<file path="config.mk">
export PLATFORM = sky130hd
export DESIGN_NAME = div_unit_e
export DESIGN_NICKNAME = d
export VERILOG_FILES = /design/src/rtl/div_unit_e.sv
export SDC_FILE = /design/constraint.sdc
export NUM_CORES = 1
export LEC_CHECK = 0
export ABC_AREA = 1
export BUFFER_PORTS_ARGS = -buffer_cell sky130_fd_sc_hd__clkbuf_2
export CORE_ASPECT_RATIO = 1.75
export CORE_MARGIN = 5
export CORE_UTILIZATION = 55
export DETAILED_ROUTE_END_ITERATION = 8
export GPL_TIMING_DRIVEN = 0
export MAX_ROUTING_LAYER = met4
export PLACE_DENSITY = 0.75
export SETUP_SLACK_MARGIN = 0.05
export SLEW_MARGIN = 20
export SYNTH_ARGS = -nofsm -noshare
export SYNTH_HDL_FRONTEND = slang
export SYNTH_SLANG_ARGS = --single-unit
</file>
<file path="constraint.sdc">
create_clock -name clk -period 5.1 [get_ports clk]
set_input_delay 0.255 -clock clk [delete_from_list [all_inputs] [get_ports clk]]
set_output_delay 0.255 -clock clk [all_outputs]
set_load 0.005 [all_outputs]
</file>
<file path="src/rtl/div_unit_e.sv">
// Multi-cycle radix-2 restoring divider for the EX stage (DIV/DIVU).
// Produces {remainder, quotient} with a one-cycle ready pulse.
module div_unit_e #(
    parameter int WIDTH = 32
) (
    input  logic               clk,
    input  logic               reset,
    input  logic               start,
    input  logic               annul,
    input  logic               signed_div,
    input  logic [WIDTH-1:0]   opdata1,
    input  logic [WIDTH-1:0]   opdata2,
    output logic [2*WIDTH-1:0] result,
    output logic               ready,
    output logic               busy
);

    localparam int CW = $clog2(WIDTH);

    typedef enum logic [1:0] {FREE, ON, BYZERO, END} state_t;

    state_t           state;
    logic [CW-1:0]    counter;
    logic [WIDTH-1:0] dvd;
    logic [WIDTH-1:0] divisor;
    logic [WIDTH-1:0] rem;
    logic             sign1;
    logic             sign2;
    logic             sgn;

    logic [WIDTH:0]   shifted;
    logic [WIDTH:0]   trial;
    logic             q_bit;
    logic [WIDTH-1:0] rem_next;
    logic [WIDTH-1:0] quo_next;
    logic [WIDTH-1:0] quo_fix;
    logic [WIDTH-1:0] rem_fix;
    logic [WIDTH-1:0] abs1;
    logic [WIDTH-1:0] abs2;

    // The shifted remainder keeps its top bit so large unsigned divisors
    // (MSB set) still compare correctly; dvd doubles as the quotient register.
    always_comb begin
        shifted  = {rem, dvd[WIDTH-1]};
        trial    = shifted - {1'b0, divisor};
        q_bit    = ~trial[WIDTH];
        rem_next = q_bit ? trial[WIDTH-1:0] : shifted[WIDTH-1:0];
        quo_next = {dvd[WIDTH-2:0], q_bit};
        quo_fix  = (sgn && (sign1 ^ sign2)) ? -quo_next : quo_next;
        rem_fix  = (sgn && sign1) ? -rem_next : rem_next;
        abs1     = (signed_div && opdata1[WIDTH-1]) ? -opdata1 : opdata1;
        abs2     = (signed_div && opdata2[WIDTH-1]) ? -opdata2 : opdata2;
    end

    always_ff @(posedge clk or negedge reset) begin
        if (!reset) begin
            state   <= FREE;
            counter <= '0;
            dvd     <= '0;
            divisor <= '0;
            rem     <= '0;
            sign1   <= 1'b0;
            sign2   <= 1'b0;
            sgn     <= 1'b0;
            result  <= '0;
            ready   <= 1'b0;
            busy    <= 1'b0;
        end else begin
            case (state)
                FREE: begin
                    ready <= 1'b0;
                    busy  <= 1'b0;
                    if (!annul && start) begin
                        busy <= 1'b1;
                        if (opdata2 == '0) begin
                            state <= BYZERO;
                        end else begin
                            state   <= ON;
                            dvd     <= abs1;
                            divisor <= abs2;
                            sign1   <= opdata1[WIDTH-1];
                            sign2   <= opdata2[WIDTH-1];
                            sgn     <= signed_div;
                            counter <= '0;
                            rem     <= '0;
                        end
                    end
                end
                ON: begin
                    if (annul) begin
                        state <= FREE;
                        busy  <= 1'b0;
                    end else begin
                        rem     <= rem_next;
                        dvd     <= quo_next;
                        counter <= counter + CW'(1);
                        if (counter == CW'(WIDTH - 1)) begin
                            state  <= END;
                            busy   <= 1'b0;
                            ready  <= 1'b1;
                            result <= {rem_fix, quo_fix};
                        end
                    end
                end
                BYZERO: begin
                    busy <= 1'b0;
                    if (annul) begin
                        state <= FREE;
                    end else begin
                        state  <= END;
                        ready  <= 1'b1;
                        result <= '0;
                    end
                end
                END: begin
                    state <= FREE;
                    ready <= 1'b0;
                    busy  <= 1'b0;
                end
                default: begin
                    state <= FREE;
                    ready <= 1'b0;
                    busy  <= 1'b0;
                end
            endcase
        end
    end

endmodule

</file>
==> impl_metrics.ini <==
[route]
ant_nets = 0
num_vias = 14000
drt-wirelength-per-cell_um = 17.9
drc_errors = 0
drtIter0Drc = 847
drt-vias-per-instance = 5.48
drt_wl_total_mm = 45.7
firstDrtPassIters = 5

[clock_tree]
clock_latency_ns = 0.46
clk_pin_slew_ns = 0.07
cts_sinks = 172
htree_levels = 4
cts_tree = done
cts_setup_buffers = 0
cts-root-buf = clkbuf_16
cts_buffers = 17
clockBufferDepth = 2

[logic_synthesis]
synth_warnings = 0
synth_nets = 2196
yosysUniqueCellTypes = 49
syn_avg_cell_area_um2 = 6.42
ys_seq_area_share_pct = 32.2
postSynthCellCount = 2085
synth_area_um2 = 13400
synth_seq_cells = 172

[finish]
stdcell_area_um2 = 15100
num_antenna_cells = 0
final_nets = 2351
drive_above_1_share_pct = 11.4
synthToLayoutAreaGrowth_pct = 13.0

[setup_path]
cp.depth = 28
timing.rr.end = result[28]
cp-end-kind = register
regToRegSetupSlack_ns = 0.49
crit_start = dvd[31]
reg2reg_from = dvd[31]
cp_num_buf_inv = 3
crit_type = reg -> reg
cp.arrival_ns = 4.96
cpMaxStageDelayCell = fa_1
crit_family = simple AND/OR/NAND/NOR gates
crit_path_start_kind = register
slowest_delay_ns = 0.41
crit_top_cell = nand2_1
crit_end = result[28]
cp_max_fo = 17
cp.required_ns = 5.45
r2r_cells = 28

[job]
maxCapViolations = 0

[sta]
layout_min_cycle_time_ns = 4.61
tns_ns = 0
rsz0062_at_grt = no
fmax_mhz = 217
final_hold_viol_count = 0
setup_slack_ns = 0.489
slew_headroom_pct = 46.7
finalSetupViolCount = 0
worstMarginPinSlew_ns = 0.799
final_max_slew_viol_count = 0
finalClockSkew_ns = 0.0120
finalCritPeriodShare_pct = 90.4

[power]
cellPowerDensity_nw_per_um2 = 757
ir_worst_vdd_mv = 0.369
p_leak_uw = 0.00825

[grt]
grt_pass1_wl_mm = 71.7
grt_pass1_vias = 14300
track_usage_pct = 34.4
antenna_found_initial = 0
grt_start_max_net_pins = 90
grt_overflow_total = 0

[die]
die_height_um = 216
core_um2 = 24000
die_w_um = 128
dieArea_um2 = 27700
fp-row-count = 75
initial_core_util_pct = 55.7
pin_count = 135

[worst_hold_path]
hp-class = in -> reg
min-delay-start = start

[place]
io_buffers = 134
dpl.hpwl_mm = 37.5
postPlaceCellArea_um2 = 14500
gp_congestion = 1.00
dp_slack_ns = 0.166

[outcome]
outcome = finished, final reports clean
[final cells by class]
class                   instances  area (µm²)
flip-flops and latches        172        4300
plain buffers                  56         277
repair buffers                137         744
clock inverters                13         154
inverters                     309        1160
well taps                     308         385
clock buffers                  19         453
fillers                      2394        8900
multi-input cells            1547        7650
[what timing repair did]
| item | 4_1_cts | 5_1_grt |
|---|---|---|
| resized for setup | 0 | 2 |
| endpoints found under the hold margin | 69 | 0 |
| setup endpoints to repair | 0 | 4 |
| hold buffers | 1 | 0 |
[flip-flops by register name (all words and copies together), names as in the netlist]
name,count
sign1,1
divisor,32
sgn,1
rem,32
dvd,32
state,2
busy,1
counter,5
ready,1
result,64
sign2,1
[cells in the mapped netlist, drive strengths merged]
cell type | n | area, µm²
nand2 | 748 | 2950
inv | 305 | 1140
nor2 | 212 | 823
dfrtp | 172 | 4300
o21ai | 150 | 758
nand3 | 109 | 571
xor2 | 54 | 473
a21oi | 52 | 275
ha | 41 | 513
clkbuf | 36 | 135
nor3 | 33 | 175
o22ai | 27 | 169
xnor2 | 24 | 210
buf | 21 | 146
a22oi | 20 | 150
nand4 | 19 | 119
nand3b | 10 | 75.1
o221ai | 9 | 78.8
nor4 | 7 | 43.8
o211ai | 6 | 45.0
a31oi | 4 | 25.0
clkinv | 4 | 15.0
or2 | 4 | 25.0
nor3b | 3 | 22.5
o31ai | 3 | 22.5
a22o | 2 | 17.5
a32o | 2 | 20.0
and2 | 2 | 12.5
o21bai | 2 | 15.0
a21o | 1 | 7.51
and3 | 1 | 6.26
fa | 1 | 20.0
mux2i | 1 | 10.0
[worst min path at each step]
| stage | cells past startpoint | slack, ns | endpoint |
|---|---|---|---|
| final | 3 | 0.09 | busy |
| after global routing | 3 | 0.07 | busy |
| after CTS | 3 | 0.07 | busy |
| after detailed placement | 1 | 0.12 | divisor[20] |
| after global placement | 2 | 0.47 | result[53] |
| after floorplan | 0 | -0.04 | busy |
[worst reg2reg max path: cells and delay by family (launching register included)]
kind                     cells  cell delay, ns
adder cells (fa/ha/maj)      3            0.88
AND/OR/NAND/NOR             18            2.14
flip-flops                   1            0.33
AO/OA/AOI/OAI                4            0.86
buffers and inverters        3            0.31
[kinds of logic after synthesis]
group / after synthesis / synth area share [%]
buffers and inverters: 366 / 10.8
muxes: 1 / 0.0748
AOI/OAI and AO/OA: 278 / 11.8
xor gates and xnor gates: 78 / 5.11
DFF: 172 / 32.2
adders and majority gates: 42 / 3.98
and+or+nand+nor: 1148 / 36.1
[metal layers]
metal / part of all wire [%] / wire length, µm / track usage [%]
met5: 0 / 0 / -
met4: 9.7 / 4430 / 27.8
met3: 4.1 / 1870 / 5.22
met2: 52 / 24000 / 61.5
met1: 34 / 15400 / 31.6
[placed cells by master, fill, tap and decap left out, drive strengths merged, types with 2 or more instances in the layout]
master	n
o211ai	6
nand3	109
clkinvlp	3
o22ai	27
buf	22
nand3b	10
a22oi	20
clkbuf	189
nor4	7
nor2	212
nor3b	3
nand2	748
dfrtp	172
ha	41
xor2	54
o21ai	150
a22o	2
a21oi	52
o31ai	3
a32o	2
o221ai	9
nand4	19
xnor2	24
o21bai	2
and2	2
or2	4
bufinv	2
clkinv	6
a31oi	4
nor3	33
inv	311
[report_power, final]
group	internal [µW]	leakage (µW)	switching [µW]
Sequential	1930	0.00220	484
Clock	760	0.000291	609
Combinational	2410	0.00575	5250
[metrics by stage]
| step | hold WS [ns] | utilization, % | instances | total power (µW) |
|---|---|---|---|---|
| 3_3_place_gp | 0.467 | 60.1 | 2527 | 9770 |
| 5_1_grt | 0.0715 | 63.0 | 2561 | 12400 |
| 2_1_floorplan | -0.0406 | - | 2085 | 7600 |
| 3_5_place_dp | 0.119 | 60.4 | 2529 | 9910 |
| 6_report | 0.0851 | 63.0 | 2561 | 11400 |
| 4_1_cts | 0.0697 | 62.9 | 2562 | 11300 |
Power figures use the tool's default switching activity.
